**src/rtl/gray_sched_pkg.sv**
```systemverilog
// Shared definitions for the Gray-conversion scheduler: code width,
// requester limits, the registered result record and the round-robin pick.
package gray_sched_pkg;

  localparam int CODE_W   = 4;
  localparam int MAX_REQ  = 8;
  localparam int MAX_ID_W = 3;

  // Result record captured when a requester is accepted.
  typedef struct packed {
    logic [CODE_W-1:0]   bin;
    logic [CODE_W-1:0]   gray;
    logic [MAX_ID_W-1:0] id;
  } gray_result_t;

  // Round-robin search: first set bit of valid starting at ptr, ascending,
  // wrapping n_req-1 -> 0. Returns 0 when no bit is set; callers qualify
  // the result with their own "any request" term.
  function automatic logic [MAX_ID_W-1:0] rr_pick(
    input logic [MAX_REQ-1:0]  valid,
    input logic [MAX_ID_W-1:0] ptr,
    input int                  n_req
  );
    logic [MAX_ID_W-1:0] win;
    logic                found;
    logic [MAX_ID_W:0]   idx;
    win   = {MAX_ID_W{1'b0}};
    found = 1'b0;
    for (int k = 0; k < MAX_REQ; k++) begin
      idx = {1'b0, ptr} + (MAX_ID_W+1)'(k);
      if (idx >= (MAX_ID_W+1)'(n_req)) begin
        idx = idx - (MAX_ID_W+1)'(n_req);
      end else begin
        idx = idx;
      end
      if ((k < n_req) && !found && valid[idx[MAX_ID_W-1:0]]) begin
        win   = idx[MAX_ID_W-1:0];
        found = 1'b1;
      end else begin
        found = found;
      end
    end
    return win;
  endfunction

endpackage

```
**src/rtl/binary2gray.sv**
```systemverilog
// 4-bit combinational binary-to-Gray converter: gray = bin ^ (bin >> 1).
module binary2gray
  import gray_sched_pkg::*;
(
  input  logic [CODE_W-1:0] bin,
  output logic [CODE_W-1:0] gray
);

  assign gray = bin ^ {1'b0, bin[CODE_W-1:1]};

endmodule

```
**src/rtl/gray_conv_scheduler.sv**
```systemverilog
// Round-robin scheduler sharing one binary-to-Gray converter among N_REQ
// requesters. One-deep result register with valid/ready output and a
// saturating count of results taken downstream.
module gray_conv_scheduler
  import gray_sched_pkg::*;
#(
  parameter int N_REQ = 4,
  parameter int ID_W  = $clog2(N_REQ),
  parameter int CNT_W = 16
) (
  input  logic                    clk,
  input  logic                    rst,
  input  logic [N_REQ-1:0]        req_valid,
  input  logic [CODE_W*N_REQ-1:0] req_bin,
  output logic [N_REQ-1:0]        req_ready,
  output logic                    out_valid,
  input  logic                    out_ready,
  output logic [CODE_W-1:0]       out_gray,
  output logic [CODE_W-1:0]       out_bin,
  output logic [ID_W-1:0]         out_id,
  output logic [CNT_W-1:0]        conv_cnt
);

  logic [ID_W-1:0]     rr_ptr_r;
  logic                valid_r;
  gray_result_t        result_r;
  logic [CNT_W-1:0]    cnt_r;

  logic [MAX_REQ-1:0]  valid_ext_s;
  logic [MAX_ID_W-1:0] ptr_ext_s;
  logic [MAX_ID_W-1:0] pick_s;
  logic [ID_W-1:0]     win_s;
  logic [ID_W-1:0]     ptr_next_s;
  logic                slot_free_s;
  logic                any_req_s;
  logic                accept_s;
  logic                drain_s;
  logic [CODE_W-1:0]   sel_bin_s;
  logic [CODE_W-1:0]   sel_gray_s;
  gray_result_t        next_s;
  logic                unused_pick_s;
  logic                unused_id_s;

  // Widen request vector and pointer to the package search width.
  always_comb begin
    valid_ext_s                 = {MAX_REQ{1'b0}};
    valid_ext_s[N_REQ-1:0]      = req_valid;
    ptr_ext_s                   = {MAX_ID_W{1'b0}};
    ptr_ext_s[ID_W-1:0]         = rr_ptr_r;
  end

  assign pick_s        = rr_pick(valid_ext_s, ptr_ext_s, N_REQ);
  assign win_s         = pick_s[ID_W-1:0];
  assign unused_pick_s = ^pick_s;

  // Handshake qualifiers: the slot frees when empty or draining this cycle.
  always_comb begin
    slot_free_s = !valid_r || out_ready;
    any_req_s   = |req_valid;
    accept_s    = !rst && slot_free_s && any_req_s;
    drain_s     = valid_r && out_ready;
  end

  // One-hot grant to the round-robin winner, only when it can be accepted.
  always_comb begin
    req_ready = {N_REQ{1'b0}};
    for (int i = 0; i < N_REQ; i++) begin
      req_ready[i] = accept_s && (win_s == ID_W'(i));
    end
  end

  // Route the winner's code to the shared converter.
  always_comb begin
    sel_bin_s = {CODE_W{1'b0}};
    for (int i = 0; i < N_REQ; i++) begin
      sel_bin_s = (win_s == ID_W'(i)) ? req_bin[CODE_W*i +: CODE_W] : sel_bin_s;
    end
  end

  binary2gray u_binary2gray (
    .bin  (sel_bin_s),
    .gray (sel_gray_s)
  );

  // Assemble the result record and the pointer following the winner.
  always_comb begin
    next_s.bin  = sel_bin_s;
    next_s.gray = sel_gray_s;
    next_s.id   = {MAX_ID_W{1'b0}};
    next_s.id[ID_W-1:0] = win_s;
    if (win_s == ID_W'(N_REQ-1)) begin
      ptr_next_s = {ID_W{1'b0}};
    end else begin
      ptr_next_s = win_s + ID_W'(1);
    end
  end

  // Result register and round-robin pointer: load on accept, clear valid on drain.
  always_ff @(posedge clk) begin
    if (rst) begin
      valid_r       <= 1'b0;
      result_r.bin  <= {CODE_W{1'b0}};
      result_r.gray <= {CODE_W{1'b0}};
      result_r.id   <= {MAX_ID_W{1'b0}};
      rr_ptr_r      <= {ID_W{1'b0}};
    end else if (accept_s) begin
      valid_r  <= 1'b1;
      result_r <= next_s;
      rr_ptr_r <= ptr_next_s;
    end else if (drain_s) begin
      valid_r  <= 1'b0;
      result_r <= result_r;
      rr_ptr_r <= rr_ptr_r;
    end else begin
      valid_r  <= valid_r;
      result_r <= result_r;
      rr_ptr_r <= rr_ptr_r;
    end
  end

  // Saturating count of results taken downstream.
  always_ff @(posedge clk) begin
    if (rst) begin
      cnt_r <= {CNT_W{1'b0}};
    end else if (drain_s && (cnt_r != {CNT_W{1'b1}})) begin
      cnt_r <= cnt_r + CNT_W'(1);
    end else begin
      cnt_r <= cnt_r;
    end
  end

  assign unused_id_s = ^result_r.id;
  assign out_valid   = valid_r;
  assign out_gray    = result_r.gray;
  assign out_bin     = result_r.bin;
  assign out_id      = result_r.id[ID_W-1:0];
  assign conv_cnt    = cnt_r;

endmodule

```
**config.mk**
```make
export PLATFORM = sky130hd
export DESIGN_NAME = gray_conv_scheduler
export DESIGN_NICKNAME = d
export VERILOG_FILES = /design/src/rtl/gray_sched_pkg.sv /design/src/rtl/binary2gray.sv /design/src/rtl/gray_conv_scheduler.sv
export SDC_FILE = /design/constraint.sdc
export NUM_CORES = 1
export LEC_CHECK = 0
export CAP_MARGIN = 20
export CORE_AREA = 2 2 65 67
export DETAILED_ROUTE_END_ITERATION = 10
export DIE_AREA = 0 0 67 69
export GPL_ROUTABILITY_DRIVEN = 1
export PLACE_DENSITY = 0.7
export SYNTH_ARGS = -nofsm -noshare
export SYNTH_HDL_FRONTEND = slang
export SYNTH_SLANG_ARGS = --single-unit
```
**constraint.sdc**
```tcl
create_clock -name clk -period 3.7 [get_ports clk]
set_input_delay 0.74 -clock clk [delete_from_list [all_inputs] [get_ports clk]]
set_output_delay 0.74 -clock clk [all_outputs]
set_load 0.02 [all_outputs]
```
## Word-level counts from Yosys, hierarchy flattened

Index checks and enable logic that the tools add are counted.

- Bitwise operators: 1
- Equal/unequal tests: 4
- Reduce and logical (&&, ||, !) cells: 20
- $lt $le $gt $ge: 8
- Add/sub/neg operators: 9
- Multiplexer cells: 26

Operators with widths:

| cell | number |
|---|---|
| adder 16 x 1 -> 16 bit, second input constant | 1 |
| less-than comparator 3 x 4 -> 1 bit, second input constant | 4 |
| 2-to-1 mux 4 bit | 4 |
| != test 16 bit, second input constant | 1 |
| binary-select mux 1 bit (select 3 bit) | 4 |
| 2-to-1 mux 3 bit | 4 |
| logical AND 1 bit | 11 |
| 2-to-1 mux 2 bit | 5 |
| >= comparator 3 bit, second input constant | 3 |
| 2-to-1 mux 1 bit | 9 |
| subtractor 3 bit, second input constant | 3 |
| adder 2 x 2 -> 3 bit, second input constant | 2 |
| zero test 1 bit | 5 |
| equality test 2 bit, second input constant | 2 |
| OR reduction 4 bit | 1 |
| XOR 4 x 3 -> 4 bit | 1 |
| adder 2 x 1 -> 3 bit, second input constant | 1 |
| >= comparator 2 x 3 -> 1 bit, second input constant | 1 |
| subtractor 2 x 3 -> 3 bit, second input constant | 1 |
| adder 2 x 1 -> 2 bit, second input constant | 1 |
| equality test 2 x 1 -> 1 bit, second input constant | 1 |
| zero test 2 bit | 1 |
| nonzero test 2 bit | 1 |
| logical OR 1 bit | 1 |

- Flip-flop bits (word level): 29
- Input bits: 23
- Output and inout bits: 31

## Longest topological paths before layout

Gate-level depths: netlist of the first run.

- Word-level depth: 20
- Depth in mapped cells: 10
- Mapped depth without buffers: 10

## Modules after synthesis

A second synthesis of the first run with hierarchy kept.

- Cells, all modules: 203
- Area total of the unflattened synthesis: 1632.8 um2

By module, submodules not included:

| module | cells an instance | seq. area each (um2) | area each (um2) | instances |
|---|---|---|---|---|
| gray_conv_scheduler | 199 | 580.6 | 1599.0 | 1 |
| binary2gray | 4 | 0.0 | 33.8 | 1 |

## Least setup slack after synthesis of the first run

No wires, ideal clock.

- Path kind: input to output
- Start: input port req_valid[2]
- End: output port req_ready[3]
- Required time: 2.960 ns
- Stages on the path: 6
- Path slack: 1.031 ns
- Arrival time: 1.929 ns
- Buffers on the path: 0
- Cell sequence: mux2i_1 > nor2_1 > nor3_1 > ha_1 > inv_1 > nor2_1

- Cells in the longest elaborated chain, start to end: 14

Ends and longest elaborated chain:

| item | line | text |
|---|---|---|
| start, declared | gray_conv_scheduler.sv:13 | `input logic [N_REQ-1:0] req_valid,` |
| binary-select mux 1 bit (select 3 bit) | gray_sched_pkg.sv:36 | `if ((k < n_req) && !found && valid[idx[MAX_ID_W-1:0]]) begin` |
| 2-to-1 mux 1 bit (not written as such) | gray_sched_pkg.sv:36 |  |
| 2-to-1 mux 1 bit | gray_sched_pkg.sv:36 |  |
| zero test 1 bit | gray_sched_pkg.sv:36 |  |
| logical AND 1 bit | gray_sched_pkg.sv:36 |  |
| 2-to-1 mux 1 bit | gray_sched_pkg.sv:36 |  |
| zero test 1 bit | gray_sched_pkg.sv:36 |  |
| logical AND 1 bit | gray_sched_pkg.sv:36 |  |
| 2-to-1 mux 1 bit | gray_sched_pkg.sv:36 |  |
| zero test 1 bit | gray_sched_pkg.sv:36 |  |
| logical AND 1 bit | gray_sched_pkg.sv:36 |  |
| 2-to-1 mux 2 bit * | gray_sched_pkg.sv:36 |  |
| net pick_s[0] | gray_conv_scheduler.sv:31 | `logic [MAX_ID_W-1:0] pick_s;` |
| equality test 2 bit * | gray_conv_scheduler.sv:68 | `req_ready[i] = accept_s && (win_s == ID_W'(i));` |
| logical AND 1 bit * | gray_conv_scheduler.sv:68 |  |
| end, declared | gray_conv_scheduler.sv:15 | `output logic [N_REQ-1:0] req_ready,` |

The timed path passes the listed nets; every way through them passes the cells marked *. The select of a mux whose other input is x is not followed.

## Worst setup path in the final report of the first run

- Start: input port req_valid[0]
- End: output port req_ready[2]

The elaborated chain is that of the path after synthesis.

==> results of run 1 <==
stage by stage:
stage                     utilization, %  instance area [um^2]  std cells
final                               55.0                  2150        288
after global routing                55.0                  2150        288
after CTS                           54.8                  2140        288
after detailed placement            53.7                  2100        285
after global placement              53.7                  2100        285
after floorplan                        -                  1510        184
state kept, by name, summed over array words and instances (netlist names):
register	flops
out_id	2
rr_ptr_r	2
out_bin	4
conv_cnt	16
out_gray	3
out_valid	1
metal layers:
layer / track usage [%] / share of wire [%]
met5: 0 / 0
met4: 4.31 / 0.88
met3: 1.63 / 3.5
met2: 25.6 / 46
met1: 24.5 / 50
cells in the mapped netlist (3+ instances only):
cell and n:
a21oi_1 12, a211oi_1 5, xor2_1 9, nand2_1 17
nor3_1 5, clkbuf_1 5, nand4_1 4, and3_1 6
nor2b_1 3, o21ai_0 3, ha_1 5, and2_1 3
a22oi_1 3, a31oi_1 3, dfxtp_1 28, nand3_1 4
o22ai_1 4, xnor2_1 6, nand2b_1 3, inv_1 5
nor2_1 26
power by group through the flow:
| stage | clock network, uW | registers (uW) | logic (uW) |
|---|---|---|---|
| global placement | 0 | 346 | 258 |
| global route | 180 | 343 | 285 |
| CTS | 171 | 339 | 261 |
| detailed placement | 0 | 346 | 259 |
| finish | 161 | 339 | 262 |
| floorplan | 0 | 365 | 133 |
worst max-delay path: cells and delay by family:
| family | cells | cell delay (ns) |
|---|---|---|
| fa+ha+maj | 1 | 0.23 |
| simple gates | 1 | 0.15 |
| compound gates | 3 | 0.48 |
| buf+inv | 3 | 1.16 |
layout make-up:
cell class | instances | area [um^2]
fillers | 396 | 1760
multi-input cells | 142 | 883
clock buffers | 3 | 41.3
repair buffers | 60 | 586
inverters | 5 | 18.8
well taps | 50 | 62.6
flip-flops and latches | 28 | 561
logic make-up after synthesis:
group / count (synthesis) / share of synthesized area (%)
buf+inv: 14 / 4.81
xor+xnor: 15 / 8.70
compound gates: 39 / 16.7
fa+ha+maj: 5 / 4.14
flops: 28 / 37.1
simple gates: 81 / 27.2
mux: 2 / 1.33
final timing paths:
path,start,end,slack (ns),cells after the start
hold reg to reg,out_id[0]$_SDFFE_PP0P_,out_id[0]$_SDFFE_PP0P_,0.46,2
setup / recovery,req_valid[0],req_ready[2],0.19,8
setup reg to reg,rr_ptr_r[1]$_SDFFE_PP0P_,out_gray[2]$_SDFFE_PP0P_,1.29,10
hold / removal,out_id[0]$_SDFFE_PP0P_,out_id[0]$_SDFFE_PP0P_,0.46,2
==> impl_metrics.py, run 1 <==
metrics = {
    "grt": {
        "grt_pass1_wl_mm": 6.19,
        "grt_max_degree": 24,
        "grt.overflow.total": 0,
        "antenna_found_initial": 0,
        "grt_pass1_vias": 1323,
        "grt_util_all_layers_pct": 16.6,
    },
    "pwr": {
        "p_int_uw": 526,
        "power.switching_uw": 236,
        "sw_frac_of_total_pct": 31.0,
        "p_comb_share_pct": 34.3,
        "p_total_uw": 762,
        "seq_power_share_pct": 44.5,
        "p_clk_share_pct": 21.1,
        "leakage_uw": 0.000811,
        "peakVddDrop_v": 0.000205,
        "powerDensity_nw_per_um2": 354,
    },
    "logic_synthesis": {
        "synth-seq-cells": 28,
        "synth.area.top_cells": "dfxtp_1, nor2_1, xor2_1, nand2_1, ha_1",
        "synth_edf_count": 0,
        "synthDominantCellAreaShare_pct": 37.1,
        "async_flop_share_pct": 0,
        "ys_seq_area_share_pct": 37.1,
        "synthCells": 184,
        "yosysWarnings": 0,
        "netlist_area_um2": 1510,
        "syn_area_per_cell_um2": 8.21,
        "synthFlopType": "dfxtp_1",
        "syn-num-nets": 212,
        "synth_top_cell_by_area": "dfxtp_1",
        "synthDistinctLibCells": 40,
    },
    "die": {
        "dieWidth_um": 67,
        "num_rows": 23,
        "die_area_um2": 4620,
        "ios": 54,
        "core_area_um2": 3910,
        "die_y_um": 69,
        "start_util_pct": 38.6,
    },
    "timing": {
        "rsz0062_at_grt": "false",
        "slew_viol_final": 0,
        "fmax_mhz": 285,
        "layout_min_cycle_time_ns": 3.51,
        "worstMarginPinSlew_ns": 0.475,
        "finalWorstSetupSlack_ns": 0.190,
        "fin_skew_ns": 0.00297,
        "hold_ws_ns": 0.457,
        "fin_crit_sh_pct": 94.9,
        "tns_ns": 0,
        "hold_violations": 0,
        "setup_viol": 0,
        "max_slew_margin_pct": 68.2,
    },
    "hold_path": {
        "hold_path.class": "reg -> reg",
    },
    "worst_setup_path": {
        "cp_common_cell": "clkdlybuf4s50_1",
        "crit_slowest_cell": "clkdlybuf4s50_1",
        "crit_path_start_kind": "input port",
        "worst-setup-path-type": "in -> out",
        "cp_cell_sequence": "clkdlybuf4s50_1 > a21oi_1 > o21a_1 > o22ai_2 > inv_1 > ha_1 > and2_1 > clkdlybuf4s50_1",
        "worstPathRequired_ns": 2.96,
        "critPathMaxStageDelay_ns": 0.54,
        "cp_max_fo": 5,
        "end_kind": "primary output",
        "arrival_ns": 2.77,
    },
    "placed_design": {
        "io_buffers": 53,
        "dp_slack_ns": 0.117,
        "dp_hpwl_mm": 2.78,
        "gp_congestion": 0.775,
    },
    "clock_network": {
        "clockRootBuffer": "clkbuf_8",
        "numClockSinks": 28,
        "cts_resized": 0,
        "clock_path_buffers": 2,
        "htreeDepth": 1,
        "hold_buffers": 0,
        "postCtsSetupBuffers": 0,
        "insertion_delay_ns": 0.27,
        "cts_tree": "built",
        "path_clk_slew_ns": 0.09,
        "cts_inserted_buffers": 3,
    },
    "final_layout": {
        "final_common_cell": "clkdlybuf4s50_1",
        "antenna-diode-count": 0,
        "synthToLayoutAreaGrowth_pct": 42.5,
        "drive_above_1_share_pct": 6.30,
        "final_nets": 268,
        "layout_common_cells": "clkdlybuf4s50_1, dfxtp_1, nor2_1",
    },
    "detailed_routing": {
        "drt_iter0_drc": 38,
        "route.antenna.remaining_nets": 0,
        "drt-total-wl_mm": 3.62,
        "dr.pass1.iters": 4,
        "viasPerCell": 5.02,
        "post_drt_wl_per_cell_um": 12.6,
        "drc_errors": 0,
        "vias": 1447,
    },
    "status": {
        "outcome": "complete, no violations",
    },
    "run": {
        "maxCapViolations": 0,
    },
}
No activity file was read; power rests on OpenSTA's default activity.
==> run 2: changes to the inputs <==
Settings changed: ABC_AREA set to 1, CORE_AREA 2 2 65 67 to 2 2 72 74, DIE_AREA 0 0 67 69 to 0 0 74 76, PLACE_DENSITY 0.7 to 0.67.
==> impl_metrics.py, run 2 <==
metrics = {
    "status": {
        "outcome": "complete, no violations",
    },
    "clock_network": {
        "insertion_delay_ns": 0.27,
        "hold_buffers": 0,
        "postCtsSetupBuffers": 0,
        "clock_path_buffers": 2,
        "clockRootBuffer": "clkbuf_8",
        "numClockSinks": 28,
        "path_clk_slew_ns": 0.09,
        "cts_inserted_buffers": 3,
        "cts_tree": "built",
        "htreeDepth": 1,
    },
    "timing": {
        "fmax_mhz": 289,
        "tns_ns": 0,
        "fin_skew_ns": 0.00469,
        "rsz0062_at_grt": "false",
        "layout_min_cycle_time_ns": 3.46,
        "slew_viol_final": 0,
        "max_slew_margin_pct": 72.2,
        "hold_violations": 0,
        "hold_ws_ns": 0.469,
        "fin_crit_sh_pct": 93.5,
        "worstMarginPinSlew_ns": 0.416,
        "setup_viol": 0,
    },
    "logic_synthesis": {
        "synthFlopType": "dfxtp_1",
        "syn-num-nets": 315,
        "synthCells": 287,
        "synth.area.top_cells": "dfxtp_1, nand2_1, a21oi_1, inv_1, nor2_1",
        "netlist_area_um2": 1880,
        "ys_seq_area_share_pct": 29.8,
        "synth.most_common_cell": "nand2_1",
        "synth-seq-cells": 28,
        "yosysWarnings": 0,
        "synth_top_cell_by_area": "dfxtp_1",
        "syn_area_per_cell_um2": 6.55,
        "synthDistinctLibCells": 35,
        "synth_edf_count": 0,
        "synth_commonest_cells": "nand2_1, inv_1, dfxtp_1, nor2_1, a21oi_1",
        "synthDominantCellAreaShare_pct": 29.8,
        "async_flop_share_pct": 0,
    },
    "pwr": {
        "powerDensity_nw_per_um2": 485,
        "p_int_uw": 718,
        "leakage_uw": 0.00106,
        "sw_frac_of_total_pct": 41.9,
        "p_total_uw": 1240,
        "p_comb_share_pct": 55.7,
        "power.switching_uw": 518,
        "peakVddDrop_v": 0.000298,
        "seq_power_share_pct": 30.6,
        "p_clk_share_pct": 13.7,
    },
    "die": {
        "die_area_um2": 5620,
        "core_area_um2": 4910,
        "dieWidth_um": 74,
        "num_rows": 26,
        "ios": 54,
        "start_util_pct": 38.3,
        "die_y_um": 76,
    },
    "final_layout": {
        "antenna-diode-count": 0,
        "drive_above_1_share_pct": 11.6,
        "multi_input_area_um2": 1130,
        "synthToLayoutAreaGrowth_pct": 35.7,
        "final_common_cell": "nand2_1",
        "instances_no_fill": 415,
        "fin_area_um2": 2550,
        "fillCellCount": 507,
        "register_area_um2": 561,
        "layout_common_cells": "nand2_1, clkdlybuf4s50_1, inv_1",
        "largest_reg_flops": 16,
        "final_nets": 375,
    },
    "worst_setup_path": {
        "arrival_ns": 2.72,
        "path_buf_inv": 5,
        "r2r_setup_slack_ns": 0.98,
        "cp_common_cell": "nand2_1",
        "worst-setup-path-type": "in -> out",
        "crit_path_start_kind": "input port",
        "worstPathRequired_ns": 2.96,
        "critPathMaxStageDelay_ns": 0.45,
        "crit_slowest_cell": "clkdlybuf4s50_1",
        "end_kind": "primary output",
        "crit_family": "buffers and inverters",
        "cp_cell_sequence": "clkdlybuf4s50_1 > inv_1 > o21ai_1 > nand2_2 > nand2_4 > nand2_1 > nand2_1 > nand2_1 > nand2_1 > nand2_2 > inv_1 > ha_1 > inv_1 > nor2_1 > dlygate4sd2_1",
        "cp_max_fo": 4,
    },
    "detailed_routing": {
        "viasPerCell": 4.75,
        "dr.pass1.iters": 4,
        "route.antenna.remaining_nets": 0,
        "drt_iter0_drc": 102,
        "drt-total-wl_mm": 4.66,
        "vias": 1973,
        "post_drt_wl_per_cell_um": 11.2,
        "drc_errors": 0,
    },
    "placed_design": {
        "io_buffers": 53,
        "placed_area_um2": 2510,
        "gp_congestion": 0.808,
        "dp_hpwl_mm": 3.61,
        "placed_cells": 412,
    },
    "grt": {
        "grt_pass1_vias": 1810,
        "grt_util_all_layers_pct": 17.5,
        "grt_max_degree": 18,
        "grt.overflow.total": 0,
        "grt_pass1_wl_mm": 7.94,
        "antenna_found_initial": 0,
    },
    "run": {
        "maxCapViolations": 0,
    },
    "hold_path": {
        "hold_path.class": "reg -> reg",
    },
}
-- run 2: changes by cell type after synthesis, sizes merged, moves of 4 or more --
cell	before	now
xnor2	6	2
a21oi	12	25
o21ai	3	13
nor2	26	31
nand3	4	17
nor3	5	9
and3	6	0
inv	5	34
xor2	9	4
a211oi	5	0
nand2	17	95
o22ai	4	0
-- run 2: repair_timing --
item / 4_1_cts / 5_1_grt
endpoints found under the hold margin: 0 / 0
endpoints found under the setup margin: 4 / 0
resized for setup: 4 / 0
-- run 2: per-layer routing --
metal	vias up	GRT usage (%)	wire, um
met1	883	21.3	2090
li1	1039	-	-
met5	-	0	0
met4	0	2.36	21
met2	49	30.7	2280
met3	2	4.89	256
-- run 2: cell families after synthesis --
group / count (synthesis) / synth area share, %
AND/OR/NAND/NOR: 164 / 41.9
AO/OA/AOI/OAI: 42 / 12.0
buffers and inverters: 42 / 10.2
flip-flops: 28 / 29.8
XOR/XNOR: 6 / 2.79
adder cells (fa/ha/maj): 5 / 3.33
-- run 2: power groups by stage --
stage / logic, uW / clock network, uW / registers, uW
2_1_floorplan: 401 / 0 / 421
3_3_place_gp: 694 / 0 / 386
3_5_place_dp: 694 / 0 / 385
4_1_cts: 693 / 174 / 379
5_1_grt: 769 / 186 / 387
6_report: 688 / 169 / 379
-- run 2: final timing paths --
| path | from | endpoint | cells after the start |
|---|---|---|---|
| setup / recovery | req_valid[3] | req_ready[2] | 15 |
| hold / removal | out_bin[0]$_SDFFE_PP0P_ | out_bin[0]$_SDFFE_PP0P_ | 2 |
| setup reg to reg | rr_ptr_r[0]$_SDFFE_PP0P_ | out_gray[1]$_SDFFE_PP0P_ | 20 |
| hold reg to reg | out_bin[0]$_SDFFE_PP0P_ | out_bin[0]$_SDFFE_PP0P_ | 2 |
-- run 2: cell type report --
| cell class | instances | area share [%] |
|---|---|---|
| multi-input combinational | 217 | 44.2 |
| timing repair buffer | 63 | 23.5 |
| sequential | 28 | 22.0 |
| inverter | 34 | 5.20 |
| tap | 70 | 3.43 |
| clock buffer | 3 | 1.62 |
-- run 2: stage by stage --
stage | setup WS, ns | util [%]
6_report | 0.240 | 51.9
5_1_grt | 0.0292 | 51.9
4_1_cts | 0.230 | 51.9
3_5_place_dp | -0.0410 | 51.2
3_3_place_gp | -0.0544 | 51.2
2_1_floorplan | 0.850 | -
-- run 2: worst register-to-register path, cell delays in order, from the launching register on --
cell,delay [ns]
dfxtp_1,0.59
inv_6,0.08
nand2_1,0.07
nand2_1,0.08
nand2_1,0.12
nand2_4,0.09
nor2_8,0.11
nand3_1,0.07
nand4_1,0.09
nand2_1,0.10
ha_1,0.20
inv_1,0.09
buf_4,0.13
nand3_1,0.06
nand2_1,0.06
o21ai_0,0.06
o21ai_0,0.28
nand2_1,0.15
nand2_1,0.09
nor2_1,0.04
nor2_1,0.10
==> edit, RTL diff (flow settings as in run 2) <==
`MAX_ID_W`: 3 -> 4.
--- a/src/rtl/gray_sched_pkg.sv
+++ b/src/rtl/gray_sched_pkg.sv
@@ -5,5 +5,5 @@
   localparam int CODE_W   = 4;
   localparam int MAX_REQ  = 8;
-  localparam int MAX_ID_W = 3;
+  localparam int MAX_ID_W = 4;
 
   // Result record captured when a requester is accepted.
Check against the original RTL: equivalent (equiv_simple and equiv_induct, registers matched by name and starting in step).
==> edit against run 2 <==
- synthesized area down 5.9%
- count of clock-buffer cells in the layout unchanged
- sequential cell count unchanged
- non-clock buffer count down 1
- worst setup slack better by 0.15 ns
- register-to-register slack better by 0.04 ns
- worst hold slack about the same
- power about the same
- routed wire length down 4.2%
- cell area down 2.4%
- largest cell class unchanged
==> edit: results (changes against run 2) <==
Status
Status: completed (unchanged).

Final layout
The non-filler instance count after layout is 403 (was 415). The number of fill cells in the layout came to 495 (was 507). The ratio of cells with drive above 1 in the final layout is 0.111 (was 0.116).

Setup path
The maximum fanout count along the critical path was 5 (was 4). The arrival time at the worst endpoint came to 2.57 ns (was 2.72 ns).

Timing
The worst hold slack after final layout is 0.469 ns (about the same). The slew at the pin closest to its max-slew limit is 0.447 ns (was 0.416 ns). The final setup slack of the worst path is 0.394 ns (was 0.240 ns).

Power
The internal power is 761 uW (was 718 uW). The maximum ir drop on the vdd rail came to 222 uV (was 298 uV).

Drt
The sum of met3 wire segment lengths after detailed routing is 87 um (was 256 um). The detailed-routing wirelength on met1 came to 2140 um (was 2090 um). The met2 wire length is 2190 um (was 2280 um). The detailed router's first-iteration violation count is 74 (was 102).

Logic synthesis
Commonest cells in the synthesized netlist: sky130_fd_sc_hd__nand2_1 (81), sky130_fd_sc_hd__dfxtp_1 (28), sky130_fd_sc_hd__inv_1 (27), sky130_fd_sc_hd__nor2_1 (27), sky130_fd_sc_hd__a21oi_1 (25) (was sky130_fd_sc_hd__nand2_1 (87), sky130_fd_sc_hd__inv_1 (29), sky130_fd_sc_hd__dfxtp_1 (28), sky130_fd_sc_hd__nor2_1 (27), sky130_fd_sc_hd__a21oi_1 (23)). The synthesized-area fraction occupied by ao, oa, aoi and oai cells is 0.139 (was 0.120). The average cell area after synthesis is 6.46 um2 (was 6.55 um2). The adder-cell share of the synthesized area is 0.0354 (was 0.0333).

The portion of the post-synthesis area used by sequential elements came to 0.317 (was 0.298). The post-synthesis share of cell area spent on xor and xnor gates is 0.0248 (was 0.0279).

Place
The detailed placement HPWL is 3560 um (was 3610 um). The placed cell area is 2410 um2 (was 2510 um2).

Min path
The end point of the most critical hold path is out_bin[2] (was out_bin[0]).

Global routing
The wire length of the first global-routing pass is 8040 um (was 7940 um). The maximum number of pins on one net before global-route repair was 17 (was 18).

Clocking
The post-cts gate resize count is 0 (was 4).
==> edit: area by class of cell <==
type	instances	area share
repair buffers	62	0.244
inverters	32	0.0492
flip-flops and latches	28	0.225
clock inverters	1	0.0121
clock buffers	3	0.0166
well taps	70	0.0352
multi-input cells	207	0.418
==> edit: power groups by stage <==
| stage | registers, uW | logic, uW | clock network, uW |
|---|---|---|---|
| 4_1_cts | 371 | 629 | 244 |
| 2_1_floorplan | 412 | 362 | 0 |
| 3_3_place_gp | 378 | 619 | 0 |
| 6_report | 371 | 626 | 241 |
| 5_1_grt | 376 | 695 | 256 |
| 3_5_place_dp | 378 | 627 | 0 |
==> edit: per-layer routing <==
layer / vias to the layer above / track usage
met1: 876 / 0.219
li1: 1002 / -
met4: 0 / 0.0491
met2: 33 / 0.304
met3: 4 / 0.0159
met5: - / 0
